<file path="src/rtl/bram_rom_sequencer_if.sv">
// Read-only port between the ROM sequencer and a ROM-configured GENERIC_BRAM.
// The sequencer drives the address and strobes; the BRAM returns DataOutA.
interface bram_rom_sequencer_if #(
    parameter int ADDR_W = 12,
    parameter int DATA_W = 8
) ();
    logic [ADDR_W-1:0] rom_addr;
    logic              rom_weren;
    logic              rom_arst;
    logic [DATA_W-1:0] rom_data;

    modport master (
        output rom_addr,
        output rom_weren,
        output rom_arst,
        input  rom_data
    );

    modport slave (
        input  rom_addr,
        input  rom_weren,
        input  rom_arst,
        output rom_data
    );
endinterface

</file>
<file path="src/rtl/bram_rom_sequencer.sv">
// Steps a BRAM read address through [FIRST_ADDR, LAST_ADDR] at a prescaled rate,
// absorbs the BRAM read latency and holds each fetched word on data_out.
//
// state   | meaning
// --------+---------------------------------------------------------------
// S_IDLE  | stopped; waits for start, data_out and rom_addr hold
// S_FETCH | BRAM samples rom_addr at the closing edge
// S_WAIT  | READ_LAT cycles until DataOutA is valid, captured on the last
// S_HOLD  | sample on display; prescaler counts down while en=1
module bram_rom_sequencer #(
    parameter int ADDR_W     = 12,
    parameter int DATA_W     = 8,
    parameter int FIRST_ADDR = 0,
    parameter int LAST_ADDR  = 575,
    parameter int DIVISOR    = 8192,
    parameter int READ_LAT   = 1
) (
    input  logic                  clk,
    input  logic                  rst,
    input  logic                  start,
    input  logic                  stop,
    input  logic                  loop,
    input  logic                  en,
    bram_rom_sequencer_if.master  rom,
    output logic [DATA_W-1:0]     data_out,
    output logic                  sample_valid,
    output logic                  wrap,
    output logic                  done,
    output logic                  busy
);

    localparam logic [1:0] S_IDLE  = 2'd0;
    localparam logic [1:0] S_FETCH = 2'd1;
    localparam logic [1:0] S_WAIT  = 2'd2;
    localparam logic [1:0] S_HOLD  = 2'd3;

    localparam int PRE_W = (DIVISOR > 1) ? $clog2(DIVISOR) : 1;

    localparam logic [ADDR_W-1:0] A_FIRST  = ADDR_W'(FIRST_ADDR);
    localparam logic [ADDR_W-1:0] A_LAST   = ADDR_W'(LAST_ADDR);
    localparam logic [PRE_W-1:0]  PRE_LOAD = PRE_W'(DIVISOR - 1);
    localparam logic              LAT_LOAD = 1'(READ_LAT - 1);

    logic [1:0]        state;
    logic [ADDR_W-1:0] addr_q;
    logic [PRE_W-1:0]  pre_cnt;
    logic              lat_cnt;

    assign rom.rom_addr  = addr_q;
    assign rom.rom_weren = 1'b0;
    assign rom.rom_arst  = 1'b0;
    assign busy          = (state != S_IDLE);

    always_ff @(posedge clk) begin
        if (rst) begin
            state        <= S_IDLE;
            addr_q       <= A_FIRST;
            data_out     <= '0;
            sample_valid <= 1'b0;
            wrap         <= 1'b0;
            done         <= 1'b0;
            pre_cnt      <= '0;
            lat_cnt      <= 1'b0;
        end else begin
            sample_valid <= 1'b0;
            wrap         <= 1'b0;
            done         <= 1'b0;
            // stop outranks everything, including a start in the same cycle
            if (stop) begin
                state <= S_IDLE;
            end else begin
                case (state)
                    S_IDLE: begin
                        if (start) begin
                            addr_q <= A_FIRST;
                            state  <= S_FETCH;
                        end
                    end
                    S_FETCH: begin
                        lat_cnt <= LAT_LOAD;
                        state   <= S_WAIT;
                    end
                    S_WAIT: begin
                        if (lat_cnt == 1'b0) begin
                            data_out     <= rom.rom_data;
                            pre_cnt      <= PRE_LOAD;
                            sample_valid <= 1'b1;
                            state        <= S_HOLD;
                        end else begin
                            lat_cnt <= lat_cnt - 1'b1;
                        end
                    end
                    S_HOLD: begin
                        if (en) begin
                            if (pre_cnt != '0) begin
                                pre_cnt <= pre_cnt - 1'b1;
                            end else if (addr_q != A_LAST) begin
                                addr_q <= addr_q + 1'b1;
                                state  <= S_FETCH;
                            end else if (loop) begin
                                addr_q <= A_FIRST;
                                wrap   <= 1'b1;
                                state  <= S_FETCH;
                            end else begin
                                done  <= 1'b1;
                                state <= S_IDLE;
                            end
                        end
                    end
                    default: state <= S_IDLE;
                endcase
            end
        end
    end

endmodule
</file>
<file path="src/flat_wrapper.sv">
// flat-port wrapper written by rule: the top's interface ports become plain ports
module bram_rom_sequencer_flat 
#(
    parameter int ADDR_W     = 12,
    parameter int DATA_W     = 8,
    parameter int FIRST_ADDR = 0,
    parameter int LAST_ADDR  = 575,
    parameter int DIVISOR    = 8192,
    parameter int READ_LAT   = 1
)
  (clk, rst, start, stop, loop, en, data_out, sample_valid, wrap, done, busy, rom_rom_addr, rom_rom_weren, rom_rom_arst, rom_rom_data);
  bram_rom_sequencer_if #(.ADDR_W(ADDR_W), .DATA_W(DATA_W)) rom_i ();
  input  logic clk;
  input  logic rst;
  input  logic start;
  input  logic stop;
  input  logic loop;
  input  logic en;
  output logic [DATA_W-1:0] data_out;
  output logic sample_valid;
  output logic wrap;
  output logic done;
  output logic busy;
  output wire logic [$bits(rom_i.rom_addr)-1:0] rom_rom_addr;
  output wire logic [$bits(rom_i.rom_weren)-1:0] rom_rom_weren;
  output wire logic [$bits(rom_i.rom_arst)-1:0] rom_rom_arst;
  input wire logic [$bits(rom_i.rom_data)-1:0] rom_rom_data;
  assign rom_rom_addr = rom_i.rom_addr;
  assign rom_rom_weren = rom_i.rom_weren;
  assign rom_rom_arst = rom_i.rom_arst;
  assign rom_i.rom_data = rom_rom_data;
  bram_rom_sequencer #(.ADDR_W(ADDR_W), .DATA_W(DATA_W), .FIRST_ADDR(FIRST_ADDR), .LAST_ADDR(LAST_ADDR), .DIVISOR(DIVISOR), .READ_LAT(READ_LAT)) u_core (.clk(clk), .rst(rst), .start(start), .stop(stop), .loop(loop), .en(en), .rom(rom_i), .data_out(data_out), .sample_valid(sample_valid), .wrap(wrap), .done(done), .busy(busy));
endmodule
</file>
<file path="config.mk">
export PLATFORM = sky130hd
export DESIGN_NAME = bram_rom_sequencer_flat
export DESIGN_NICKNAME = d
export VERILOG_FILES = /design/src/rtl/bram_rom_sequencer_if.sv /design/src/rtl/bram_rom_sequencer.sv /design/src/flat_wrapper.sv
export SDC_FILE = /design/constraint.sdc
export NUM_CORES = 1
export LEC_CHECK = 0
export CAP_MARGIN = 0
export CORE_ASPECT_RATIO = 1.2
export CORE_UTILIZATION = 35
export CTS_CLUSTER_SIZE = 24
export DETAILED_ROUTE_END_ITERATION = 12
export HOLD_SLACK_MARGIN = 0.1
export PLACE_DENSITY_LB_ADDON = 0.1
export SLEW_MARGIN = 20
export SYNTH_ARGS = -nofsm -noshare
export SYNTH_HDL_FRONTEND = slang
export SYNTH_SLANG_ARGS = --single-unit
</file>
<file path="constraint.sdc">
create_clock -name clk -period 2.65 [get_ports clk]
set_input_delay 0.265 -clock clk [delete_from_list [all_inputs] [get_ports clk]]
set_output_delay 0.265 -clock clk [all_outputs]
set_load 0.005 [all_outputs]
</file>
Yosys cells after proc, flatten, opt, wreduce, memory -nomap -nowiden --
Cells that the tools add are included.
Storage, ports and cells: register bits 39, output and inout bits 26, logic and storage cells 62
Operators by class: add/sub/neg operators 3, eq/ne operators 10, multiplexer cells 22, bitwise gates (word level) 5, reduce and logical (&&, ||, !) cells 14
Operators by type and width (number):
- 12-bit two-way mux | 5
- 13-bit two-way mux | 3
- 13-bit one-hot mux with 2 select lines | 1
- 12-bit one-hot mux with 2 select lines | 1
- 13-bit nonzero test | 1
- 13-bit by 1-bit subtractor with 13-bit output, second input constant | 1
- 12-bit by 1-bit adder with 12-bit output, second input constant | 1
- 12-bit by 10-bit inequality test with 1-bit output, second input constant | 1
- 2-bit two-way mux | 5
- 2-bit inequality test, second input constant | 4
- 2-bit one-hot mux with 4 select lines | 1
- 2-bit nonzero test | 4
- 6-bit AND reduction | 1
- 6-bit OR reduction | 1
- 1-bit two-way mux | 5
- 1-bit NOT | 5
- 5-bit AND reduction | 1
- 2-bit equality test, second input constant | 2
- 4-bit AND reduction | 1
- 3-bit by 2-bit inequality test with 1-bit output, second input constant | 1
- 3-bit AND reduction | 1
- 3-bit OR reduction | 1
- 2-bit by 1-bit equality test with 1-bit output, second input constant | 1
- 2-bit logical NOT | 1
- 5 further kinds | 5

Logic depth before layout (Yosys ltp) --
word-level depth 5, depth in mapped cells 8, depth with buffers taken out 7

Worst setup path before layout --
OpenSTA, ideal clock, no wires.
path type reg-to-reg, start point reg u_core.pre_cnt[7], end point reg u_core.pre_cnt[10], data arrival time 1.914 ns, slack 0.603 ns, cell stages (with the launch flop) 7, buffers on the path 1, cell sequence dfxtp_1 -> or4_4 -> or4_1 -> buf_2 -> nand4_1 -> xor2_1 -> a21oi_1
Between the ends: word-level cells in the longest chain between the ends 4, elaborated cells between the ends (all ways) 7
Ends and longest elaborated chain:
- start: declaration | line bram_rom_sequencer.sv:46 | logic [PRE_W-1:0] pre_cnt;
- start signal: assignment | line bram_rom_sequencer.sv:96 | pre_cnt <= pre_cnt - 1'b1;
- 13-bit by 1-bit subtractor with 13-bit output | line bram_rom_sequencer.sv:96
- 13-bit two-way mux | line bram_rom_sequencer.sv:95 | if (pre_cnt != '0) begin
- 13-bit two-way mux | line bram_rom_sequencer.sv:94 | if (en) begin
- 13-bit one-hot mux with 2 select lines | line bram_rom_sequencer.sv:72 | case (state)
Several ways; a longest one is shown, not always the timed one. The select of a mux whose other input is x is not followed. A chain may end at the register's enable or synchronous reset.

Worst setup path after layout --
start point reg u_core.pre_cnt[7], end point reg u_core.addr_q[6] (netlist: u_core.rom.rom_addr[6])
Between the ends: word-level cells in the longest chain between the ends 3
Ends and longest elaborated chain:
- 13-bit nonzero test | line bram_rom_sequencer.sv:95
- 2-bit inequality test (no source line)
- 6-bit AND reduction (no source line)
- end signal: assignment | line bram_rom_sequencer.sv:98 | addr_q <= addr_q + 1'b1;
- end: declaration | line bram_rom_sequencer.sv:45 | logic [ADDR_W-1:0] addr_q;
Every way passes these cells.

==> impl_summary.txt <==
----------------------------------------------------
[Run status]
  Result of the run ... completed

[Synth]
  Main area contributors after synthesis ... dfxtp_1 40%, a21oi_1 7.3%, xor2_1 5.0%
  Most common cell in the netlist ... dfxtp_1
  Most frequent cells after synthesis ... 38 x dfxtp_1, 28 x a21oi_1, 25 x nand2_1
  Sequential fraction of the synthesis area ... 39.66%
  Largest area contributor in the netlist ... dfxtp_1
  Number of warnings printed during yosys synthesis ... 0
  Number of distinct library cells after synthesis ... 43
  Mean area per synthesized cell ... 8.376 um2
  Async SR Flop Fraction ... 0%
  Most frequently used flop master after synthesis ... dfxtp_1
  Area fraction of the dominant cell type after synthesis ... 39.66%
  Number of cells produced by synthesis ... 229
  Post-synth EDFFs ... 0
  Netlist area before placement ... 1918 um2
  Total of flip-flops plus latches after synthesis ... 38

[Setup path]
  Worst-path cell chain ... or4_4, nor4_1, o2111ai_2, o311ai_0, o41ai_1
  Largest delay share family, worst path ... simple AND/OR/NAND/NOR gates
  R2r setup slk ... ~380 ps
  Critical path type ... reg -> reg
  Worst-path cell with the longest stage delay ... or4_4
  Required time of the critical path ... 2810 ps
  Buffers & Inverters on Critical Path ... 0
  CP max FO ... 6
  Critical path data arrival time ... 2430 ps
  Type of element capturing the critical path ... flip-flop
  Slowest cell delay on critical path ... 590 ps
  Startpoint Class ... flip-flop

[Cells and area]
  Proportion of layout cells with a drive suffix above 1 ... 7.463%
  Diode count ... 0
  Nets@finish ... between 200 and 300
  End-of-flow core utilization ... a little under half
  Post-synthesis to final-layout area growth ... 27.40%

[Floorplanning]
  Floorplan die width ... 69.58 um
  Area of the core region ... 5298 um2
  Number of rows in the core area ... 29
  Total die area ... 5782 um2
  Count of boundary I/O pins ... 40
  Die boundary height ... 83.10 um
  Starting utilization of the core area ... 36.21%

[Pwr]
  Final Total Pwr ... 0.001108 W
  Sw Share ... 24.14%
  Reported leakage power ... 0.8436 nW
  Total power density per cell area ... 453.3 nW/um2
  Seq pwr share ... a little over half
  Power share of the clock group ... 37.3%
  Portion of total power attributed to combinational logic ... 10.0%
  Highest ir drop seen on vdd ... between 200 and 300 uV
  Internal Power ... 0.0008404 W
  Switching power ... between 0.0002 and 0.0003 W

[Clocking]
  CTS Buf Count ... 5
  CTS clock-pin slew for the worst setup and hold paths ... around 80 ps
  Root buffer selected by CTS ... clkbuf_8
  Total number of H-tree levels ... 2
  Total of cells resized after clock tree synthesis ... 0
  Postcts setup bufs ... 0
  Longest Clk Path Bufs ... 2
  Clock latency reported for the late side of the worst-skew pair ... 280 ps
  CTS tree ... yes
  CTS sink count ... 38
  CTS hold repair buffers ... 0

[Placed design]
  Port bufs ... 37
  HPWL after DPL ... 3223 um
  Final GP Congestion ... about 0.77
  Setup Slack @ Placement ... 385.5 ps

[Drt]
  Vias after detailed routing ... between 1500 and 2000
  Avg Vias per Cell ... 5.391
  DRT antenna net count ... 0
  Number of DRC markers after the initial detailed-route iteration ... 76
  Number of design rule violations left after detail routing ... 0
  Avg WL per Cell ... 13.40 um
  Detailed-route wire length ... 4423 um
  First-pass iteration count of the detailed router ... 4

[Timing]
  Final hold vios ... 0
  Final setup slack of the worst path ... 382.0 ps
  Setup Skew ... 6.759 ps
  Setup tns final ... 0 ps
  Slew Viols, Final ... 0
  Number of endpoints failing setup at the final stage ... 0
  Crit share post-route ... around 86%
  Tightest slew margin relative to the limit ... 57.69%
  FMAX ... roughly 440 MHz
  Unrepaired setup endpoints after global routing ... false
  Slew @ Worst Pin ... 633.3 ps
  Clock period minus final worst setup slack ... 2268 ps

[GRT]
  Remaining global-route overflow ... 0
  Number of antenna violations at the first check in global routing ... 0
  Aggregate global-route resource usage ... 16.45%
  First-pass GRT wire length ... 7721 um
  Number of global-route vias before repair ... 1712
  Pin count of the biggest net entering global routing ... 28

[Run]
  Max-Cap Viols ... 0

[Worst hold path]
  Hold crit path type ... reg -> reg

----------------------------------------------------
==> layout make-up <==
cell class,instances,area (um2)
Fill cell,532,2854
Inverter,10,37.54
Multi-Input combinational cell,170,1069
Tap cell,62,77.57
Clock inverter,1,5.005
Clock buffer,7,86.33
Timing Repair Buffer,42,407.9
Sequential cell,38,760.7
==> power by group through the flow <==
stage	registers [W]	logic, W	clock network, W
6_report	0.000584	0.000111	0.000413
5_1_grt	0.000585	0.000124	0.000449
4_1_cts	0.000584	0.000112	0.000426
3_5_place_dp	0.000598	0.000111	0
3_3_place_gp	0.000597	0.000112	0
2_1_floorplan	0.000596	0.0000723	0
==> sequential cells by signal (all words and copies together) (netlist names) <==
signal,flops
u_core.data_out,8
u_core.done,1
u_core.pre_cnt,13
u_core.rom.rom_addr,12
u_core.sample_valid,1
u_core.state,2
u_core.wrap,1
==> final timing paths <==
check                           cells past startpoint                                   to                             from
worst max-delay path                                5  u_core.rom.rom_addr[6]$_SDFFE_PP0P_   u_core.pre_cnt[7]$_SDFFE_PP0P_
worst min-delay path                                2      u_core.data_out[1]$_SDFFE_PP0P_  u_core.data_out[1]$_SDFFE_PP0P_
worst max register to register                      5  u_core.rom.rom_addr[6]$_SDFFE_PP0P_   u_core.pre_cnt[7]$_SDFFE_PP0P_
worst min register to register                      2      u_core.data_out[1]$_SDFFE_PP0P_  u_core.data_out[1]$_SDFFE_PP0P_
==> worst min-delay path, delay by kind of cell (launching register included) <==
| family | cells | cell delay, ps |
|---|---|---|
| DFF | 1 | 310 |
| AOI/OAI and AO/OA | 1 | 50 |
| and+or+nand+nor | 1 | 50 |
==> cell usage in the layout (no fill, tap or decap), types with 3 or more instances in the layout <==
cell,synthesis,layout
a211oi_1,3,3
a21oi_1,28,28
a31oi_1,6,6
buf_4,2,5
clkbuf_8,0,6
clkdlybuf4s50_1,0,37
dfxtp_1,38,38
ha_1,6,6
inv_1,10,10
mux2i_1,3,3
nand2_1,25,25
nand2b_1,7,7
nand3_1,12,12
nand4_1,3,3
nor2_1,13,13
nor3_1,8,8
nor4_1,3,3
o211ai_1,4,4
or3_1,3,3
or4_1,3,3
or4_4,3,3
xor2_1,11,11
==> per-layer routing <==
layer  global-route usage [%]  routed length [um]  up-vias
met3                    4.005                 155        6
li1                         -                   -      899
met1                    20.11                2010      838
met4                    6.679                  85        0
met5                        0                   0        -
met2                    27.45                2172       36
==> logic make-up after synthesis <==
logic type,count (synthesis),synth area share [%]
AO/OA/AOI/OAI,54,18.39
XOR/XNOR,11,5.023
adder cells (fa/ha/maj),6,3.914
buffers and inverters,22,4.827
flip-flops,38,39.66
multiplexers,3,1.566
other,1,0.1955
AND/OR/NAND/NOR,94,26.42
==> metrics by stage <==
stage	instance area, um2	instances	hold WS, ps
after floorplan	1922	230	337.4
after global placement	2352	322	443.1
after detailed placement	2352	322	448.6
after CTS	2444	330	457.0
after global routing	2444	330	479.3
final	2444	330	454.6
(Power assumes the default switching activity.)
